==> config.mk <==
export PLATFORM = sky130hd
export DESIGN_NAME = inst_queue_n
export DESIGN_NICKNAME = d
export VERILOG_FILES = /design/src/rtl/inst_queue_n_pkg.sv /design/src/rtl/inst_queue_n_mem.sv /design/src/rtl/inst_queue_n.sv
export SDC_FILE = /design/constraint.sdc
export NUM_CORES = 1
export LEC_CHECK = 0
export CAP_MARGIN = 20
export CORE_UTILIZATION = 53
export DETAILED_ROUTE_END_ITERATION = 8
export GPL_TIMING_DRIVEN = 0
export PLACE_DENSITY = 0.77
export SYNTH_ARGS = -nofsm -noshare
export SYNTH_HDL_FRONTEND = slang
export SYNTH_HIERARCHICAL = 1
export SYNTH_SLANG_ARGS = --single-unit
==> constraint.sdc <==
create_clock -name clk -period 6.7 [get_ports clk]
set_input_delay 0.67 -clock clk [delete_from_list [all_inputs] [get_ports clk]]
set_output_delay 0.67 -clock clk [all_outputs]
set_load 0.05 [all_outputs]
==> src/rtl/inst_queue_n_pkg.sv <==
// Shared types and helpers for the N-wide fetch-to-decode instruction queue.
package inst_queue_n_pkg;

  localparam int unsigned IQ_XLEN  = 32;
  localparam int unsigned IQ_LANES = 2;
  // Widest valid vector lead_ones() can scan.
  localparam int unsigned LEAD_MAX = 32;

  typedef struct packed {
    logic [IQ_XLEN-1:0] pc;
    logic [IQ_XLEN-1:0] instr;
  } inst_pc_t;

  typedef inst_pc_t [IQ_LANES-1:0] inst_pc_lanes_t;

  // Length of the run of set bits starting at bit 0 (the usable push lanes).
  function automatic int unsigned lead_ones(input logic [LEAD_MAX-1:0] vec);
    int unsigned n;
    logic        run;
    n   = 0;
    run = 1'b1;
    for (int i = 0; i < LEAD_MAX; i++) begin
      run = run & vec[i];
      if (run) n++;
    end
    return n;
  endfunction

endpackage

==> src/rtl/inst_queue_n_mem.sv <==
// Circular storage for the instruction queue: LANES write ports starting at
// the write pointer, LANES read ports starting at the read pointer. Each entry
// is {pc, instr}. Storage is never reset; occupancy tracking lives in the top.
module inst_queue_n_mem #(
  parameter int unsigned LANES = 2,
  parameter int unsigned DEPTH = 8,
  parameter int unsigned XLEN  = 32,
  localparam int unsigned AW   = $clog2(DEPTH),
  localparam int unsigned EW   = 2 * XLEN
) (
  input  logic                  clk,
  input  logic [LANES-1:0]      wr_en_i,
  input  logic [AW-1:0]         wr_ptr_i,
  input  logic [LANES*EW-1:0]   wr_data_i,
  input  logic [AW-1:0]         rd_ptr_i,
  output logic [LANES*EW-1:0]   rd_data_o
);

  logic [EW-1:0] mem_q [DEPTH];

  // Write each enabled lane into consecutive slots; pointer math wraps at DEPTH.
  always_ff @(posedge clk) begin
    for (int i = 0; i < LANES; i++) begin
      if (wr_en_i[i]) mem_q[wr_ptr_i + AW'(i)] <= wr_data_i[i*EW +: EW];
    end
  end

  // First-word-fall-through read: lane i shows the entry at rd_ptr + i.
  always_comb begin
    rd_data_o = '0;
    for (int i = 0; i < LANES; i++) begin
      rd_data_o[i*EW +: EW] = mem_q[rd_ptr_i + AW'(i)];
    end
  end

endmodule

==> src/rtl/inst_queue_n.sv <==
// N-wide instruction queue between fetch and decode. Fetch pushes up to LANES
// {pc,instr} pairs per cycle, decode pops up to LANES in program order, and a
// flush (redirect) empties it. Output falls through combinationally from
// storage; a pushed entry becomes visible the cycle after it is written.
//
// Handshake: a push is accepted only when in_ready=1, and then every lane in
// the leading contiguous run of in_valid is written. in_ready depends only on
// the registered count, so a same-cycle pop never creates room. Decode states
// how many entries it consumes through out_take; asking for more than are
// present pops what exists and sets the sticky take_err.
module inst_queue_n
  import inst_queue_n_pkg::*;
#(
  parameter int unsigned LANES = 2,
  parameter int unsigned DEPTH = 8,
  parameter int unsigned XLEN  = 32,
  localparam int unsigned AW   = $clog2(DEPTH),
  localparam int unsigned CW   = $clog2(DEPTH+1),
  localparam int unsigned TW   = $clog2(LANES+1),
  localparam int unsigned EW   = 2 * XLEN
) (
  input  logic                  clk,
  input  logic                  rst_n,
  input  logic                  flush,
  input  logic [LANES-1:0]      in_valid,
  input  logic [LANES*XLEN-1:0] in_pc,
  input  logic [LANES*XLEN-1:0] in_instr,
  output logic                  in_ready,
  output logic [LANES-1:0]      out_valid,
  output logic [LANES*XLEN-1:0] out_pc,
  output logic [LANES*XLEN-1:0] out_instr,
  input  logic [TW-1:0]         out_take,
  output logic [CW-1:0]         count,
  output logic                  take_err
);

  logic [AW-1:0]       head_q, head_d;
  logic [AW-1:0]       tail_q, tail_d;
  logic [CW-1:0]       count_q, count_d;
  logic                take_err_q, take_err_d;

  logic [CW-1:0]       lead_cnt;
  logic [LANES-1:0]    contig_mask;
  logic [CW-1:0]       n_push;
  logic [CW-1:0]       n_pop;
  logic [CW-1:0]       take_ext;
  logic                take_over;
  logic [LANES-1:0]    wr_en;
  logic [LANES*EW-1:0] wr_data;
  logic [LANES*EW-1:0] rd_data;

  // Room for a full-width push, judged on the registered occupancy only.
  assign in_ready = (CW'(DEPTH) - count_q) >= CW'(LANES);

  // Push sizing: only the contiguous run from lane 0 is ever written.
  always_comb begin
    lead_cnt    = CW'(lead_ones(LEAD_MAX'(in_valid)));
    contig_mask = '0;
    for (int i = 0; i < LANES; i++) begin
      contig_mask[i] = CW'(i) < lead_cnt;
    end
    n_push = '0;
    if (in_ready && !flush) n_push = lead_cnt;
  end

  // Pop sizing: clamp the requested take to what is present and flag overreach.
  always_comb begin
    take_ext  = CW'(out_take);
    take_over = take_ext > count_q;
    n_pop     = '0;
    if (!flush) n_pop = take_over ? count_q : take_ext;
  end

  // Lane write enables and {pc,instr} packing toward storage.
  always_comb begin
    wr_en   = '0;
    wr_data = '0;
    for (int i = 0; i < LANES; i++) begin
      wr_en[i]              = CW'(i) < n_push;
      wr_data[i*EW +: EW]   = {in_pc[i*XLEN +: XLEN], in_instr[i*XLEN +: XLEN]};
    end
  end

  // Next-state for pointers, occupancy and the sticky error.
  always_comb begin
    head_d     = head_q + AW'(n_pop);
    tail_d     = tail_q + AW'(n_push);
    count_d    = count_q + n_push - n_pop;
    take_err_d = take_err_q | (!flush && take_over);
    if (flush) begin
      head_d  = '0;
      tail_d  = '0;
      count_d = '0;
    end
  end

  // Queue control state with asynchronous clear.
  always_ff @(posedge clk or negedge rst_n) begin
    if (!rst_n) begin
      head_q     <= '0;
      tail_q     <= '0;
      count_q    <= '0;
      take_err_q <= 1'b0;
    end else begin
      head_q     <= head_d;
      tail_q     <= tail_d;
      count_q    <= count_d;
      take_err_q <= take_err_d;
    end
  end

  inst_queue_n_mem #(
    .LANES (LANES),
    .DEPTH (DEPTH),
    .XLEN  (XLEN)
  ) u_mem (
    .clk       (clk),
    .wr_en_i   (wr_en),
    .wr_ptr_i  (tail_q),
    .wr_data_i (wr_data),
    .rd_ptr_i  (head_q),
    .rd_data_o (rd_data)
  );

  // Output lanes: lane i is valid when at least i+1 entries are held.
  always_comb begin
    out_valid = '0;
    out_pc    = '0;
    out_instr = '0;
    for (int i = 0; i < LANES; i++) begin
      out_valid[i]              = count_q > CW'(i);
      out_pc[i*XLEN +: XLEN]    = rd_data[i*EW + XLEN +: XLEN];
      out_instr[i*XLEN +: XLEN] = rd_data[i*EW +: XLEN];
    end
  end

  assign count    = count_q;
  assign take_err = take_err_q;

`ifndef SYNTHESIS
  // Fetch must present valid lanes packed from lane 0; occupancy stays bounded.
  always @(posedge clk) begin
    if (rst_n) begin
      assert (in_valid == contig_mask)
        else $error("inst_queue_n: non-contiguous in_valid %b", in_valid);
      assert (count_q <= CW'(DEPTH))
        else $error("inst_queue_n: count %0d above depth", count_q);
    end
  end
`endif

endmodule

* Yosys cells after proc, flatten, opt, wreduce, memory -nomap -nowiden
Memories as Yosys holds them, arrays and structs flattened. Index checks and enable logic that the tools add are counted. W data, S select, Z words.
Word-level totals: memory bits (writable) 512, output and inout port bits 136, input bits 135, memories kept 1, bits in latches 0, bits in read-only memories 0, word-level logic and storage cells 36, register bits 11
Cells by class: eq/ne operators 0, multiplexer cells 12, bitwise logic cells 2, reductions and logical operators 3, divide/modulo/power cells 0, multiply operators 0, add/sub/neg operators 8, $lt $le $gt $ge 6, shifts and indexed selects 0
Memories:
- u_mem.mem_q | words 8, bits a word 64, rd ports 2, clocked after memory_dff 0, write ports 2, RTL line inst_queue_n_mem.sv:19 | logic [EW-1:0] mem_q [DEPTH];
Operator list (count):
- $mux W4 | 3
- $gt A4 B1 Y1 const B | 2
- $add A3 B1 Y3 const B | 2
- $add A3 B3 Y3 | 2
- $mux W3 | 2
- $mux W1 | 5
- $add A4 B2 Y4 | 1
- $ge A4 B2 Y1 const B | 1
- $gt A2 B4 Y1 | 1
- $lt A1 B4 Y1 const A | 1
- $mux W2 | 2
- $sub A4 B4 Y4 | 1
- $sub A4 B4 Y4 const A | 1
- $add A1 B1 Y2 const B | 1
- $logic_and A1 B1 Y1 | 2
- $lt A1 B2 Y1 const A | 1
- $and A1 B1 Y1 | 1
- $logic_not A1 Y1 | 1
- $or A1 B1 Y1 | 1

* Depth between registers and ports, before layout
depth in word-level cells 7, gate-level depth with buffers 13, depth with buffers taken out 13

* Cells and area by module
The synthesis kept the hierarchy.
By module, submodules not included:
- inst_queue_n_mem | sequential area each 15374.7 um^2, area an instance 30202.7 um^2, cells an instance 2011, times used 1
- inst_queue_n | sequential area each 275.3 um^2, area an instance 828.3 um^2, cells an instance 83, times used 1

* Least setup slack after synthesis
No wires, ideal clock.
path kind reg-to-reg, from register count_q[1], in the netlist count[1], to memory u_mem/mem_q[2][0] (netlist bit) (enable), period minus slack after synthesis 7158 ps, data arrival time 6574 ps, stages on the path, launching flop included 9, library setup time 584 ps, slack -458 ps, path buffers 0, data required time 6116 ps, path through dfrtp_1 -> inv_1 -> ha_1 -> and2b_1 -> nor3_1 -> a211oi_2 -> inv_1 -> nand2_1 -> o32ai_1
RTL lines:
- start, declared | RTL line inst_queue_n.sv:39 | logic [CW-1:0] count_q, count_d;
- start signal, assigned | RTL line inst_queue_n.sv:107 | count_q <= count_d;
- end, declared | RTL line inst_queue_n_mem.sv:19

* Final worst setup path
from register head_q[0], to output out_instr[34]
On the way: cells in the longest elaborated chain, start to end 2
RTL lines:
- start, declared | RTL line inst_queue_n.sv:37 | logic [AW-1:0] head_q, head_d;
- start signal, assigned | RTL line inst_queue_n.sv:100 | head_q <= '0;
- start signal, assigned | RTL line inst_queue_n.sv:105 | head_q <= head_d;
- $add A3 B1 Y3 | RTL line inst_queue_n_mem.sv:32 | rd_data_o[i*EW +: EW] = mem_q[rd_ptr_i + AW'(i)];
- $mem_v2 Z8 W64
- end, declared | RTL line inst_queue_n.sv:31 | output logic [LANES*XLEN-1:0] out_instr,
No other way between the ends.

==> results by group <==
Floorplan
  • Top-level I/O count: 271
  • Core region area: 57,800 um2
  • Cell row count: 88
  • Overall die area: roughly 60,000 um2
  • Width of the die: 244 um
  • Initial core utilization: 0.537
  • Vert. Die Dim: roughly 240 um

Worst setup path
  • Critical path data arrival time: 5.07 ns
  • FF-to-FF Start: count[1]
  • Worst Setup SP: head_q[0]
  • CP max FO: 10
  • Critical Path, Cell by Cell: ha_1, xnor2_1, clkbuf_1, clkbuf_1, a2111oi_0, nor4_1, clkdlybuf4s50_1
  • Slowest cell delay on critical path: approximately 0.96 ns
  • Required @ worst endpoint: 6.03 ns
  • Kind of cell with the highest combined delay on the critical path: buffers and inverters
  • Kind of start point of the critical path: flop
  • CP endpoint kind: output pin
  • Critical Path Slowest Stage Cell: sky130_fd_sc_hd__clkdlybuf4s50_1
  • Category of the critical setup timing path: reg -> out
  • Most used cell along the critical path: sky130_fd_sc_hd__clkbuf_1
  • Buffers & Inverters on Critical Path: 3

Timing
  • Final setup violation count: 0
  • Fmax: 174 MHz
  • Fin crit share: 0.856
  • Count of endpoints failing hold in the final timing report: 0
  • Post-route clock skew: roughly 0.024 ns
  • Clock period minus final worst setup slack: 5.74 ns
  • Unrepaired setup endpoints after global routing: false
  • Total negative slack: 0 ns
  • Setup slack after layout: 0.964 ns
  • Number of max-slew violations in the final report: 0
  • Relative slew margins: 0.347
  • Worst slew pin tran: 0.980 ns
  • Worst slack on hold paths: 0.394 ns

Route
  • Vias per Instance: 6.82
  • Count of antenna-violating nets left after detailed routing: 0
  • Total DRC errors in the routed layout: 0
  • Initial drt markers: 2,697
  • Iteration count of the initial detailed-routing pass: 7
  • DR vias: 22,300
  • Wire length per cell after detailed routing: 30.7 um
  • Total routed wirelength: 100,000 um

GRT
  • Remaining Overflow, GRT: 0
  • Combined global-route utilization of all metal layers: 0.333
  • Maximum number of pins on one net before global-route repair: 25
  • Number of antenna violations at the first check in global routing: 11
  • Global-route wire length before repair: between 100,000 and 150,000 um
  • Via count of the first global-routing pass: 23,100

Final layout
  • Proportion of layout cells with a drive suffix above 1: 0.367
  • Most frequent standard cell in the layout excluding fill and tap cells: sky130_fd_sc_hd__mux2_2
  • Layout filler cell count: 4,177
  • Utilization after layout: 0.646
  • Most frequent cells in the layout: sky130_fd_sc_hd__mux2_2, sky130_fd_sc_hd__edfxtp_1, sky130_fd_sc_hd__clkdlybuf4s50_1
  • Area growth syn-to-layout: 20.4%
  • Post-route insts no fill: 3,271
  • Final design instance area without fill: 37,300 um2
  • Final #Nets: about 2,600

Yosys
  • Number of synthesized flops with an enable pin: 512
  • Flop and latch count out of synthesis: 523
  • Synth Area per Inst: 14.8 um2
  • Post-synthesis cell count: 2,094
  • Top flip-flop cell by instance count after synthesis: sky130_fd_sc_hd__edfxtp_1
  • Number of distinct standard cells referenced by the synthesized netlist: 43
  • Async set-reset flop share out of synthesis: 0.0210
  • Area of the mapped netlist: 31,000 um2
  • Share of the yosys chip area belonging to registers: 0.504
  • Synthesized Nets: 2,247
  • Yosys synthesis warning count: 6

Placement
  • Worst setup timing slack at the placement stage: 1.96 ns
  • HPWL reported at the end of detailed placement: roughly 67,000 um
  • Buffers on Ports: 270
  • Placed inst area: 35,500 um2
  • Last weighted congestion value of the routability-driven placer: 0.855
  • Cell Count Post-Placement: 3,159

Power and ir drop
  • Power density cells: around 460 nW/um2
  • Worst ir drop on vdd: 0.517 mV
  • Leak Pwr: 12.5 nW
  • Overall power consumption: 17.1 mW

CTS
  • CTS Root Cell: sky130_fd_sc_hd__clkbuf_16
  • Count of hold buffers inserted by post-cts repair: 0
  • CTS tree: yes
  • Clk_lat worst skew: 0.63 ns
  • H-tree levels: 2
  • Post-cts resize count: 0
  • Clock-pin transition on the worst setup and hold timing paths: 0.06 ns
  • Clock Sinks: approximately 520
  • Num CTS Buffers: between 50 and 60
  • Largest buffer count on any clock path: 3
  • Number of buffers added for setup after CTS: 0

Status
  • Status: finished clean

Flow run
  • Reported max-cap violation count: 0

Hold path
  • Type of the worst min-delay path: in -> async
-- sequential cells by signal (all words and copies together) (netlist names) --
name / cells
count: 4
head_q: 3
tail_q: 3
take_err: 1
u_mem/mem_q: 512
-- power by group --
| group | leakage, nW | switching (mW) | internal [mW] |
|---|---|---|---|
| clock | 0.919 | 1.32 | 1.87 |
| combinational | 6.78 | 6.09 | 3.41 |
| sequential | 4.79 | 0.212 | 4.17 |
| total | 12.5 | 7.63 | 9.46 |
-- final timing paths --
| path | endpoint | slack [ns] | cells past startpoint |
|---|---|---|---|
| worst max-delay path | out_instr[34] | 0.96 | 7 |
| worst min-delay path | take_err | 0.39 | 1 |
| worst max register to register | u_mem/mem_q[3][39] | 2.76 | 12 |
| worst min register to register | take_err | 0.48 | 1 |
| max in group asynchronous | head_q[0] | 5.95 | 1 |
| min in group clk | take_err | 0.48 | 1 |
-- worst register-to-register path: cells and delay by family, from the launching register on --
kind | cells | cell delay (ns)
flip-flops | 1 | 0.48
adder cells (fa/ha/maj) | 1 | 0.27
AO/OA/AOI/OAI | 2 | 0.61
AND/OR/NAND/NOR | 5 | 0.94
buffers and inverters | 4 | 1.30
-- area by class of cell --
cell class	count	area (um2)	area share
diodes	6	15.0	0.000402
plain buffers	189	836	0.0224
clock buffers	72	1530	0.0408
clock inverters	34	342	0.00915
inverters	10	37.5	0.00101
multi-input cells	1372	14600	0.391
flip-flops and latches	523	15700	0.419
well taps	765	957	0.0256
repair buffers	300	3370	0.0902
-- cell families (layout without fill, tap and decap cells) --
family	after synthesis	count (layout)	share of synthesized area
buffers and inverters	199	605	0.0281
other	1	7	0.000121
AO/OA/AOI/OAI	145	145	0.0398
multiplexers	834	834	0.344
flip-flops	523	523	0.504
XOR/XNOR	9	9	0.00302
adder cells (fa/ha/maj)	18	18	0.00823
AND/OR/NAND/NOR	365	365	0.0725
-- synth_stat cells (2+ instances only) --
library cell / instances / share of area
sky130_fd_sc_hd__buf_1: 11 / 0.0013
sky130_fd_sc_hd__xnor2_1: 4 / 0.0011
sky130_fd_sc_hd__buf_4: 8 / 0.0019
sky130_fd_sc_hd__o32ai_1: 2 / 0.00056
sky130_fd_sc_hd__and3_1: 128 / 0.026
sky130_fd_sc_hd__o22ai_1: 2 / 0.00040
sky130_fd_sc_hd__nand3b_1: 2 / 0.00048
sky130_fd_sc_hd__nor3_1: 4 / 0.00065
sky130_fd_sc_hd__nor2_2: 4 / 0.00081
sky130_fd_sc_hd__a2111oi_0: 128 / 0.036
sky130_fd_sc_hd__o21ai_0: 3 / 0.00048
sky130_fd_sc_hd__nor4_1: 64 / 0.013
sky130_fd_sc_hd__nand2_1: 7 / 0.00085
sky130_fd_sc_hd__nor2_1: 10 / 0.0012
sky130_fd_sc_hd__xor2_1: 3 / 0.00085
sky130_fd_sc_hd__inv_1: 10 / 0.0012
sky130_fd_sc_hd__dfrtp_1: 11 / 0.0089
sky130_fd_sc_hd__clkbuf_1: 93 / 0.011
sky130_fd_sc_hd__edfxtp_1: 512 / 0.50
sky130_fd_sc_hd__nand2b_1: 4 / 0.00081
sky130_fd_sc_hd__buf_2: 77 / 0.012
sky130_fd_sc_hd__mux4_2: 128 / 0.093
sky130_fd_sc_hd__mux2i_1: 130 / 0.042
sky130_fd_sc_hd__ha_1: 14 / 0.0056
sky130_fd_sc_hd__nor2b_1: 135 / 0.027
sky130_fd_sc_hd__mux2_2: 576 / 0.21
sky130_fd_sc_hd__a21oi_1: 3 / 0.00048
sky130_fd_sc_hd__fa_1: 4 / 0.0026
sky130_fd_sc_hd__o21bai_1: 3 / 0.00073
-- per-layer routing --
metal	track usage	up-vias	wire length [um]
met5	0	-	64
met4	0.143	8	4150
met3	0.0725	276	11400
met2	0.539	1550	47800
met1	0.434	11200	37000
li1	-	9265	-
No activity file was read; power rests on OpenSTA's default activity.
